[src/rtl/spi_slave.sv]
// SPI slave front end for the SPI RAM: deserialises 10-bit command frames and serialises read data on MISO.
// Optional sticky abort flag output frame_err is enabled with `define SPI_SLAVE_FRAME_ERR_EN.
module spi_slave #(
  parameter int ADDR_SIZE = 8
) (
  input  logic                 clk,
  input  logic                 rst_n,
  input  logic                 SS_n,
  input  logic                 MOSI,
  output logic                 MISO,
  output logic [ADDR_SIZE+1:0] rx_data,
  output logic                 rx_valid,
  input  logic [ADDR_SIZE-1:0] tx_data,
  input  logic                 tx_valid
`ifdef SPI_SLAVE_FRAME_ERR_EN
  ,
  output logic                 frame_err
`endif
);

  localparam int FRAME_W = ADDR_SIZE + 2;
  localparam int CNT_W   = $clog2(FRAME_W + 1);
  localparam int TXC_W   = $clog2(ADDR_SIZE + 1);

  typedef enum logic [2:0] {
    IDLE,
    CHK_CMD,
    WRITE,
    READ_ADD,
    READ_DATA
  } state_t;

  state_t               state, next_state;
  logic [CNT_W-1:0]     bit_cnt;
  logic [FRAME_W-2:0]   shift;
  logic [FRAME_W-1:0]   shift_nxt;
  logic                 rd_addr_flag;
  logic [ADDR_SIZE-1:0] tx_shift;
  logic [TXC_W-1:0]     tx_cnt;
  logic                 tx_busy;
  logic                 tx_done;
  logic                 frame_done;
  logic                 shift_en;
  logic                 last_bit;

  assign frame_done = (bit_cnt == CNT_W'(FRAME_W));
  assign shift_en   = !SS_n && (state != IDLE) && !frame_done;
  assign last_bit   = shift_en && (bit_cnt == CNT_W'(FRAME_W - 1));
  assign shift_nxt  = {shift, MOSI};

  always_ff @(posedge clk) begin
    if (!rst_n) state <= IDLE;
    else        state <= next_state;
  end

  // The first frame bit plus the read-address flag select the frame type.
  always_comb begin
    next_state = state;
    case (state)
      IDLE: begin
        if (!SS_n) next_state = CHK_CMD;
      end
      CHK_CMD: begin
        if (SS_n)              next_state = IDLE;
        else if (!MOSI)        next_state = WRITE;
        else if (rd_addr_flag) next_state = READ_DATA;
        else                   next_state = READ_ADD;
      end
      WRITE, READ_ADD, READ_DATA: begin
        if (SS_n) next_state = IDLE;
      end
      default: next_state = IDLE;
    endcase
  end

  always_ff @(posedge clk) begin
    if (!rst_n) begin
      bit_cnt      <= '0;
      shift        <= '0;
      rx_data      <= '0;
      rx_valid     <= 1'b0;
      rd_addr_flag <= 1'b0;
      tx_shift     <= '0;
      tx_cnt       <= '0;
      tx_busy      <= 1'b0;
      tx_done      <= 1'b0;
      MISO         <= 1'b0;
    end else begin
      rx_valid <= 1'b0;
      if (state == IDLE || SS_n) begin
        bit_cnt <= '0;
        tx_cnt  <= '0;
        tx_busy <= 1'b0;
        tx_done <= 1'b0;
        MISO    <= 1'b0;
      end else begin
        if (shift_en) begin
          shift   <= shift_nxt[FRAME_W-2:0];
          bit_cnt <= bit_cnt + CNT_W'(1);
        end
        if (last_bit) begin
          rx_data  <= shift_nxt;
          rx_valid <= 1'b1;
          if (state == READ_ADD) rd_addr_flag <= 1'b1;
        end
        // Read data is accepted only once the command frame has been handed to the RAM.
        if (state == READ_DATA && frame_done) begin
          if (!tx_busy && !tx_done && tx_valid) begin
            MISO     <= tx_data[ADDR_SIZE-1];
            tx_shift <= {tx_data[ADDR_SIZE-2:0], 1'b0};
            tx_cnt   <= TXC_W'(ADDR_SIZE - 1);
            tx_busy  <= 1'b1;
          end else if (tx_busy) begin
            if (tx_cnt == '0) begin
              MISO         <= 1'b0;
              tx_busy      <= 1'b0;
              tx_done      <= 1'b1;
              rd_addr_flag <= 1'b0;
            end else begin
              MISO     <= tx_shift[ADDR_SIZE-1];
              tx_shift <= {tx_shift[ADDR_SIZE-2:0], 1'b0};
              tx_cnt   <= tx_cnt - TXC_W'(1);
            end
          end
        end
      end
    end
  end

`ifdef SPI_SLAVE_FRAME_ERR_EN
  always_ff @(posedge clk) begin
    if (!rst_n) begin
      frame_err <= 1'b0;
    end else if (SS_n) begin
      if (((state == WRITE || state == READ_ADD || state == READ_DATA) && !frame_done) ||
          (state == READ_DATA && frame_done && !tx_done))
        frame_err <= 1'b1;
    end
  end
`endif

endmodule

[config.mk]
export PLATFORM = sky130hd
export DESIGN_NAME = spi_slave
export DESIGN_NICKNAME = d
export VERILOG_FILES = /design/src/rtl/spi_slave.sv
export SDC_FILE = /design/constraint.sdc
export NUM_CORES = 1
export LEC_CHECK = 0
export BUFFER_PORTS_ARGS = -buffer_cell sky130_fd_sc_hd__buf_2
export CAP_MARGIN = 20
export CORE_MARGIN = 3
export CORE_UTILIZATION = 45
export CTS_CLUSTER_SIZE = 30
export DETAILED_ROUTE_END_ITERATION = 6
export GPL_TIMING_DRIVEN = 0
export HOLD_SLACK_MARGIN = 0.08
export PLACE_DENSITY = 0.76
export SYNTH_ARGS = -nofsm -noshare
export SYNTH_HDL_FRONTEND = slang
export SYNTH_SLANG_ARGS = --single-unit
[constraint.sdc]
create_clock -name clk -period 2 [get_ports clk]
set_input_delay 0.1 -clock clk [delete_from_list [all_inputs] [get_ports clk]]
set_output_delay 0.1 -clock clk [all_outputs]
set_load 0.05 [all_outputs]
==> flow_metrics.env, run 1 <==
export IMPL_outcome="completed"
export IMPL_yosys_register_bits=42
export IMPL_tightest_slew_ns=0.4679
export IMPL_grtUsageTotal=0.1540
export IMPL_switchingPower_w=0.0003511
export IMPL_viasPerCell=5.321
export IMPL_netlist_area_mm2=0.001862
export IMPL_max_freq_mhz=559.8
export IMPL_ant_nets=0
export IMPL_worst_r2r_endpoint="rx_data[1]$_SDFFE_PN0P_"
export IMPL_p_per_area_mw_per_mm2=731.4
export IMPL_hold_violations=0
export IMPL_fin_nets=237
export IMPL_worstHoldStart="SS_n"
export IMPL_wirelength_mm=3.521
export IMPL_ff2ff_path_depth=7
export IMPL_p_leak_nw=0.8396
export IMPL_ir_worst_vdd_uv=445.6
export IMPL_root_buffer="clkbuf_8"
export IMPL_grt_pass1_wl_mm=6.134
export IMPL_mostFrequentLayoutCell="dfxtp_1"
export IMPL_synthCells=187
export IMPL_clkTransAtPathRegs_ns=0.08
export IMPL_grt_pass1_vias=1298
export IMPL_vias=1426
export IMPL_period_share=0.8932
export IMPL_syn_area_per_cell_um2=9.956
export IMPL_area_growth_pct=17.20
export IMPL_drc=0
export IMPL_synthDominantCellAreaShare=0.4516
export IMPL_cts_htree_levels=2
export IMPL_firstDrtPassIters=4
export IMPL_switching_share=0.2200
export IMPL_drt_iter0_drc=55
export IMPL_syn_num_nets=205
export IMPL_final_max_slew_violation_count=0
export IMPL_combPwrFrac=0.053
export IMPL_numPortBuffers=24
export IMPL_cap_violations=0
export IMPL_die_w_um=70.32
export IMPL_cpPeakStageDelay_ns=0.38
export IMPL_postCtsSetupBuffers=0
export IMPL_setup_viol=0
export IMPL_drive_above_1_share=0.2182
export IMPL_min_period_ns=1.786
export IMPL_cp_data_arrival_time_ns=1.96
export IMPL_grt_max_degree=15
export IMPL_clock_latency_ns=0.30
export IMPL_start_util=0.4866
export IMPL_top_level_ports=25
export IMPL_maxSlewHeadroom=0.6881
export IMPL_rsz0062_at_grt="no"
export IMPL_synth_distinct_cells=38
export IMPL_cts_path_max_buffers=2
export IMPL_power_frac_seq=0.528
export IMPL_core_mm2=0.003826
export IMPL_wire_per_inst_um=13.14
export IMPL_fin_ws_ns=0.2136
export IMPL_place_congestion=0.8880
export IMPL_yosysSeqAreaShare=0.4516
export IMPL_dp_cells=259
export IMPL_antenna_cells=0
export IMPL_cts_inserted_buffers=5
export IMPL_cp_end_kind="register"
export IMPL_worst_r2r_setup_slack_ns=0.21
export IMPL_clock_power_share=0.419
export IMPL_required_ns=2.17
export IMPL_cts_sinks=42
export IMPL_utilization=0.5703
export IMPL_crit_chain="inv_1 -> ha_1 -> nand4bb_1 -> nor3_2 -> buf_4 -> mux2i_1 -> nor2_1"
export IMPL_cp_max_fo=10
export IMPL_timing_rr_start="bit_cnt[0]$_SDFFE_PP0P_"
export IMPL_cts_tree="built"
export IMPL_critPathKind="reg -> reg"
export IMPL_yosysTopAreaCell="dfxtp_1"
export IMPL_ys_warnings_count=0
export IMPL_finalClockSkew_ns=0.006093
export IMPL_setup_worst_path_start_class="register"
export IMPL_min_to="rx_valid$_SDFF_PP0_"
export IMPL_antenna_found_initial=0
export IMPL_hold_path_cell_count=2
export IMPL_overflow=0
export IMPL_critical_path_slowest_cell="dfxtp_1"
export IMPL_rows=22
export IMPL_layout_cells_most_common_list="42 x dfxtp_1, 28 x buf_2, 28 x nor2_1"
export IMPL_die_y_um=70.32
export IMPL_final_setup_tns_ns=0
export IMPL_synth_area_leaders="dfxtp_1 45%, mux2i_1 14%, nor2_1 5.6%"
export IMPL_die_area_mm2=0.004945
export IMPL_instances_no_fill=268
export IMPL_hold_path_class="in -> reg"
export IMPL_place_hpwl_mm=2.465
export IMPL_dpl_worst_slack_ns=0.03805
export IMPL_p_int_w=0.001245
-- state kept, by name, indices dropped and copies added (netlist names) --
register / cells
MISO: 1
bit_cnt: 4
rd_addr_flag: 1
rx_data: 10
rx_valid: 1
shift: 9
state: 3
tx_busy: 1
tx_cnt: 4
tx_done: 1
tx_shift: 7
-- worst max-delay path by stage --
| stage | from | to | slack (ns) | depth (start not counted) |
|---|---|---|---|---|
| floorplan | bit_cnt[0]$_SDFFE_PP0P_ | rx_data[4]$_SDFFE_PN0P_ | 0.30 | 7 |
| global placement | bit_cnt[0]$_SDFFE_PP0P_ | rx_data[5]$_SDFFE_PN0P_ | 0.07 | 7 |
| detailed placement | bit_cnt[0]$_SDFFE_PP0P_ | rx_data[1]$_SDFFE_PN0P_ | 0.04 | 7 |
| CTS | bit_cnt[0]$_SDFFE_PP0P_ | rx_data[1]$_SDFFE_PN0P_ | 0.006 | 7 |
| global route | bit_cnt[0]$_SDFFE_PP0P_ | shift[0]$_SDFFE_PN0P_ | 0.01 | 7 |
| finish | bit_cnt[0]$_SDFFE_PP0P_ | rx_data[1]$_SDFFE_PN0P_ | 0.21 | 7 |
-- critical path, delay by kind of cell, from the launching register on --
family	cells	cell delay (ns)
fa+ha+maj	1	0.25
buf+inv	2	0.34
flops	1	0.38
mux	1	0.20
simple gates	3	0.49
-- logic make-up (layout without fill, tap and decap cells) --
family                     count (synthesis)  after routing  share of synthesized area
buffers and inverters                     19             52                    0.04973
and+or+nand+nor                           57             57                     0.1747
xor gates and xnor gates                   3              3                    0.01412
adders and majority gates                  5              5                    0.03360
DFF                                       42             42                     0.4516
muxes                                     27             27                     0.1472
AOI/OAI and AO/OA                         34             34                     0.1290
-- synth_stat cells --
master      n
nor4b_1     2
nor4_1      1
inv_1       7
nand4_1     1
ha_1        5
nor3b_2     1
xnor2_1     3
o41ai_1     1
a21bo_2     1
buf_2       5
nand3b_4    1
nor3b_1     1
buf_6       1
nor2_1     28
nand2b_1    4
a2111oi_0   1
and2_1      1
clkbuf_1    3
nand3_1     3
a22o_1      1
nor3_1      6
a31oi_1     2
buf_4       2
and3b_1     1
or2_1       1
nor3_2      1
a21oi_1    13
nand2_1     2
nor4_4      1
a311oi_1    9
nand4bb_1   1
a211oi_1    5
mux2i_1    26
dfxtp_1    42
a41o_1      1
or3b_1      1
inv_2       1
mux2i_2     1
-- power groups by stage --
stage	Clock (W)	Combinational, W	Sequential [W]
2_1_floorplan	0	0.0000539	0.000861
3_3_place_gp	0	0.0000811	0.000862
3_5_place_dp	0	0.0000818	0.000862
4_1_cts	0.000682	0.0000839	0.000843
5_1_grt	0.000716	0.0000953	0.000844
6_report	0.000669	0.0000848	0.000843
-- repair_timing --
item / in CTS / in global routing
endpoints found under the hold margin: 1 / 0
setup endpoints to repair: 0 / 13
hold buffers: 1 / 0
resized for setup: 0 / 4
-- cell type report --
| cell class | count | area (µm²) |
|---|---|---|
| Multi-Input combinational cell | 126 | 942.2 |
| Sequential cell | 42 | 840.8 |
| Clock buffer | 5 | 68.82 |
| Clock inverter | 3 | 45.04 |
| Inverter | 8 | 30.03 |
| Buffer | 11 | 65.06 |
| Timing Repair Buffer | 25 | 130.1 |
| Fill cell | 344 | 1644 |
| Tap cell | 48 | 60.06 |
-- stage by stage --
step	total power (W)	area (µm²)	hold WS (ns)
global placement	0.0009434	2042	0.3689
CTS	0.001609	2166	0.08784
floorplan	0.0009153	1862	0.1785
detailed placement	0.0009442	2042	0.3784
global route	0.001654	2182	0.1111
finish	0.001596	2182	0.1077
-- per-layer routing --
metal / global-route usage / up-vias / part of all wire
li1: - / 735 / -
met3: 0.04460 / 6 / 0.039
met1: 0.2059 / 665 / 0.48
met2: 0.2328 / 20 / 0.47
met5: 0 / - / 0
met4: 0.05957 / 0 / 0.017
(Power assumes the default switching activity.)
==> run 2, diff against run 1 <==
--- a/config.mk
+++ b/config.mk
@@ -8,12 +8,12 @@
 export BUFFER_PORTS_ARGS = -buffer_cell sky130_fd_sc_hd__buf_2
 export CAP_MARGIN = 20
 export CORE_MARGIN = 3
-export CORE_UTILIZATION = 45
+export CORE_UTILIZATION = 40
 export CTS_CLUSTER_SIZE = 30
 export DETAILED_ROUTE_END_ITERATION = 6
 export GPL_TIMING_DRIVEN = 0
 export HOLD_SLACK_MARGIN = 0.08
-export PLACE_DENSITY = 0.76
+export PLACE_DENSITY = 0.7
 export SYNTH_ARGS = -nofsm -noshare
 export SYNTH_HDL_FRONTEND = slang
 export SYNTH_SLANG_ARGS = --single-unit
==> flow_metrics.env, run 2 (same netlist as run 1, synthesis figures left out) <==
export IMPL_grt_max_degree=15
export IMPL_reg_largest_list="rx_data (10), shift (9), tx_shift (7)"
export IMPL_crit_chain="inv_1 -> ha_1 -> nand3b_4 -> nor4_4 -> buf_6 -> a21oi_1 -> a311oi_1"
export IMPL_maxSlewHeadroom=0.6644
export IMPL_grt_pass1_vias=1362
export IMPL_worstHoldStart="SS_n"
export IMPL_mostFrequentLayoutCell="dfxtp_1"
export IMPL_die_area_mm2=0.005509
export IMPL_gr_usage_met3=0.04730
export IMPL_outcome="completed"
export IMPL_required_ns=2.20
export IMPL_regMostFlops="rx_data"
export IMPL_cpPeakStageDelay_ns=0.42
export IMPL_wirelength_mm=3.564
export IMPL_place_hpwl_mm=2.495
export IMPL_cts_path_max_buffers=2
export IMPL_critical_path_slowest_cell="nor4_4"
export IMPL_clkTransAtPathRegs_ns=0.08
export IMPL_cts_sinks=42
export IMPL_grt_pass1_wl_mm=6.230
export IMPL_min_period_ns=1.829
export IMPL_tightest_slew_ns=0.5034
export IMPL_grtUsageMet2=0.2175
export IMPL_place_congestion=0.8510
export IMPL_clock_latency_ns=0.29
export IMPL_cts_inserted_buffers=5
export IMPL_overflow=0
export IMPL_fin_nets=237
export IMPL_busiest_layer="met2"
export IMPL_hold_path_class="in -> reg"
export IMPL_drt_iter0_drc=122
export IMPL_cts_htree_levels=2
export IMPL_critPathTopFamily="simple AND/OR/NAND/NOR gates"
export IMPL_cap_violations=0
export IMPL_dp_cells=263
export IMPL_hold_violations=0
export IMPL_path_buf_inv=2
export IMPL_hold_path_cell_count=2
export IMPL_cp_data_arrival_time_ns=2.03
export IMPL_setup_viol=0
export IMPL_die_w_um=74.23
export IMPL_p_leak_nw=0.8396
export IMPL_design_area_mm2=0.002187
export IMPL_start_util=0.4218
export IMPL_viasPerCell=5.265
export IMPL_p_per_area_mw_per_mm2=731.8
export IMPL_ant_nets=0
export IMPL_ff2ff_path_depth=7
export IMPL_instances_no_fill=272
export IMPL_placed_area_mm2=0.002047
export IMPL_core_mm2=0.004414
export IMPL_min_to="rx_valid$_SDFF_PP0_"
export IMPL_wire_per_inst_um=13.10
export IMPL_top_level_ports=25
export IMPL_largest_reg_flops=10
export IMPL_setup_worst_path_start_class="register"
export IMPL_antenna_found_initial=0
export IMPL_cp_max_fo=10
export IMPL_antenna_cells=0
export IMPL_dpl_worst_slack_ns=0.02202
export IMPL_root_buffer="clkbuf_8"
export IMPL_worst_r2r_setup_slack_ns=0.17
export IMPL_worst_r2r_endpoint="tx_shift[6]$_SDFFE_PN0P_"
export IMPL_finalClockSkew_ns=0.006234
export IMPL_period_share=0.9144
export IMPL_timing_rr_start="bit_cnt[0]$_SDFFE_PP0P_"
export IMPL_final_max_slew_violation_count=0
export IMPL_layout_cells_most_common_list="42 x dfxtp_1, 28 x buf_2, 28 x nor2_1"
export IMPL_max_freq_mhz=546.8
export IMPL_rows=24
export IMPL_grtUsageMet1=0.1998
export IMPL_vias=1432
export IMPL_critPathKind="reg -> reg"
export IMPL_ir_worst_vdd_uv=472.1
export IMPL_cp_end_kind="register"
export IMPL_whs_ns=0.1219
export IMPL_die_y_um=74.23
export IMPL_fin_ws_ns=0.1712
export IMPL_grtUsageTotal=0.1448
export IMPL_numPortBuffers=24
export IMPL_cts_tree="built"
export IMPL_drive_above_1_share=0.2182
export IMPL_drc=0
export IMPL_firstDrtPassIters=4
export IMPL_final_setup_tns_ns=0
export IMPL_area_growth_pct=17.47
run 2: cell counts in the layout (fill, tap and decap cells not counted):
No cell type changed its count.
run 2: area by class of cell:
type                            instances  area (µm²)
Buffer                                 11       65.06
Clock buffer                            5       68.82
Clock inverter                          3       45.04
Fill cell                             402        2227
Inverter                                8       30.03
Multi-Input combinational cell        126       942.2
Sequential cell                        42       840.8
Tap cell                               52       65.06
Timing Repair Buffer                   25       130.1
run 2: worst max path at each step:
stage	end	cells past startpoint	startpoint
4_1_cts	rx_data[8]$_SDFFE_PN0P_	7	bit_cnt[0]$_SDFFE_PP0P_
3_5_place_dp	rx_data[6]$_SDFFE_PN0P_	7	bit_cnt[0]$_SDFFE_PP0P_
3_3_place_gp	rx_data[9]$_SDFFE_PN0P_	7	bit_cnt[0]$_SDFFE_PP0P_
2_1_floorplan	rx_data[4]$_SDFFE_PN0P_	7	bit_cnt[0]$_SDFFE_PP0P_
6_report	tx_shift[6]$_SDFFE_PN0P_	7	bit_cnt[0]$_SDFFE_PP0P_
5_1_grt	rx_data[9]$_SDFFE_PN0P_	7	bit_cnt[0]$_SDFFE_PP0P_
run 2: report_power, final:
part	switching (W)	internal [W]	total [W]	leakage, nW
registers	0.00000354	0.000839	0.000843	0.339
logic	0.0000503	0.0000347	0.0000850	0.451
clock network	0.000301	0.000371	0.000673	0.0504
total	0.000355	0.00125	0.00160	0.840
run 2: what timing repair did:
item                       4_1_cts  5_1_grt
buffers inserted                 0        0
hold buffers                     1        0
setup endpoints to repair        0       13
gates resized for setup          0        4
hold endpoints to repair         1        0
run 2: metal layers:
layer | vias to the layer above | wire (µm)
met2 | 28 | 1550
met5 | - | 0
li1 | 739 | -
met3 | 7 | 191
met4 | 0 | 54
met1 | 658 | 1767
run 2: per-stage QoR:
step | power (W) | util
3_5_place_dp | 0.0009444 | 0.4637
5_1_grt | 0.001671 | 0.4955
2_1_floorplan | 0.0009153 | -
3_3_place_gp | 0.0009435 | 0.4637
4_1_cts | 0.001621 | 0.4918
6_report | 0.001600 | 0.4955
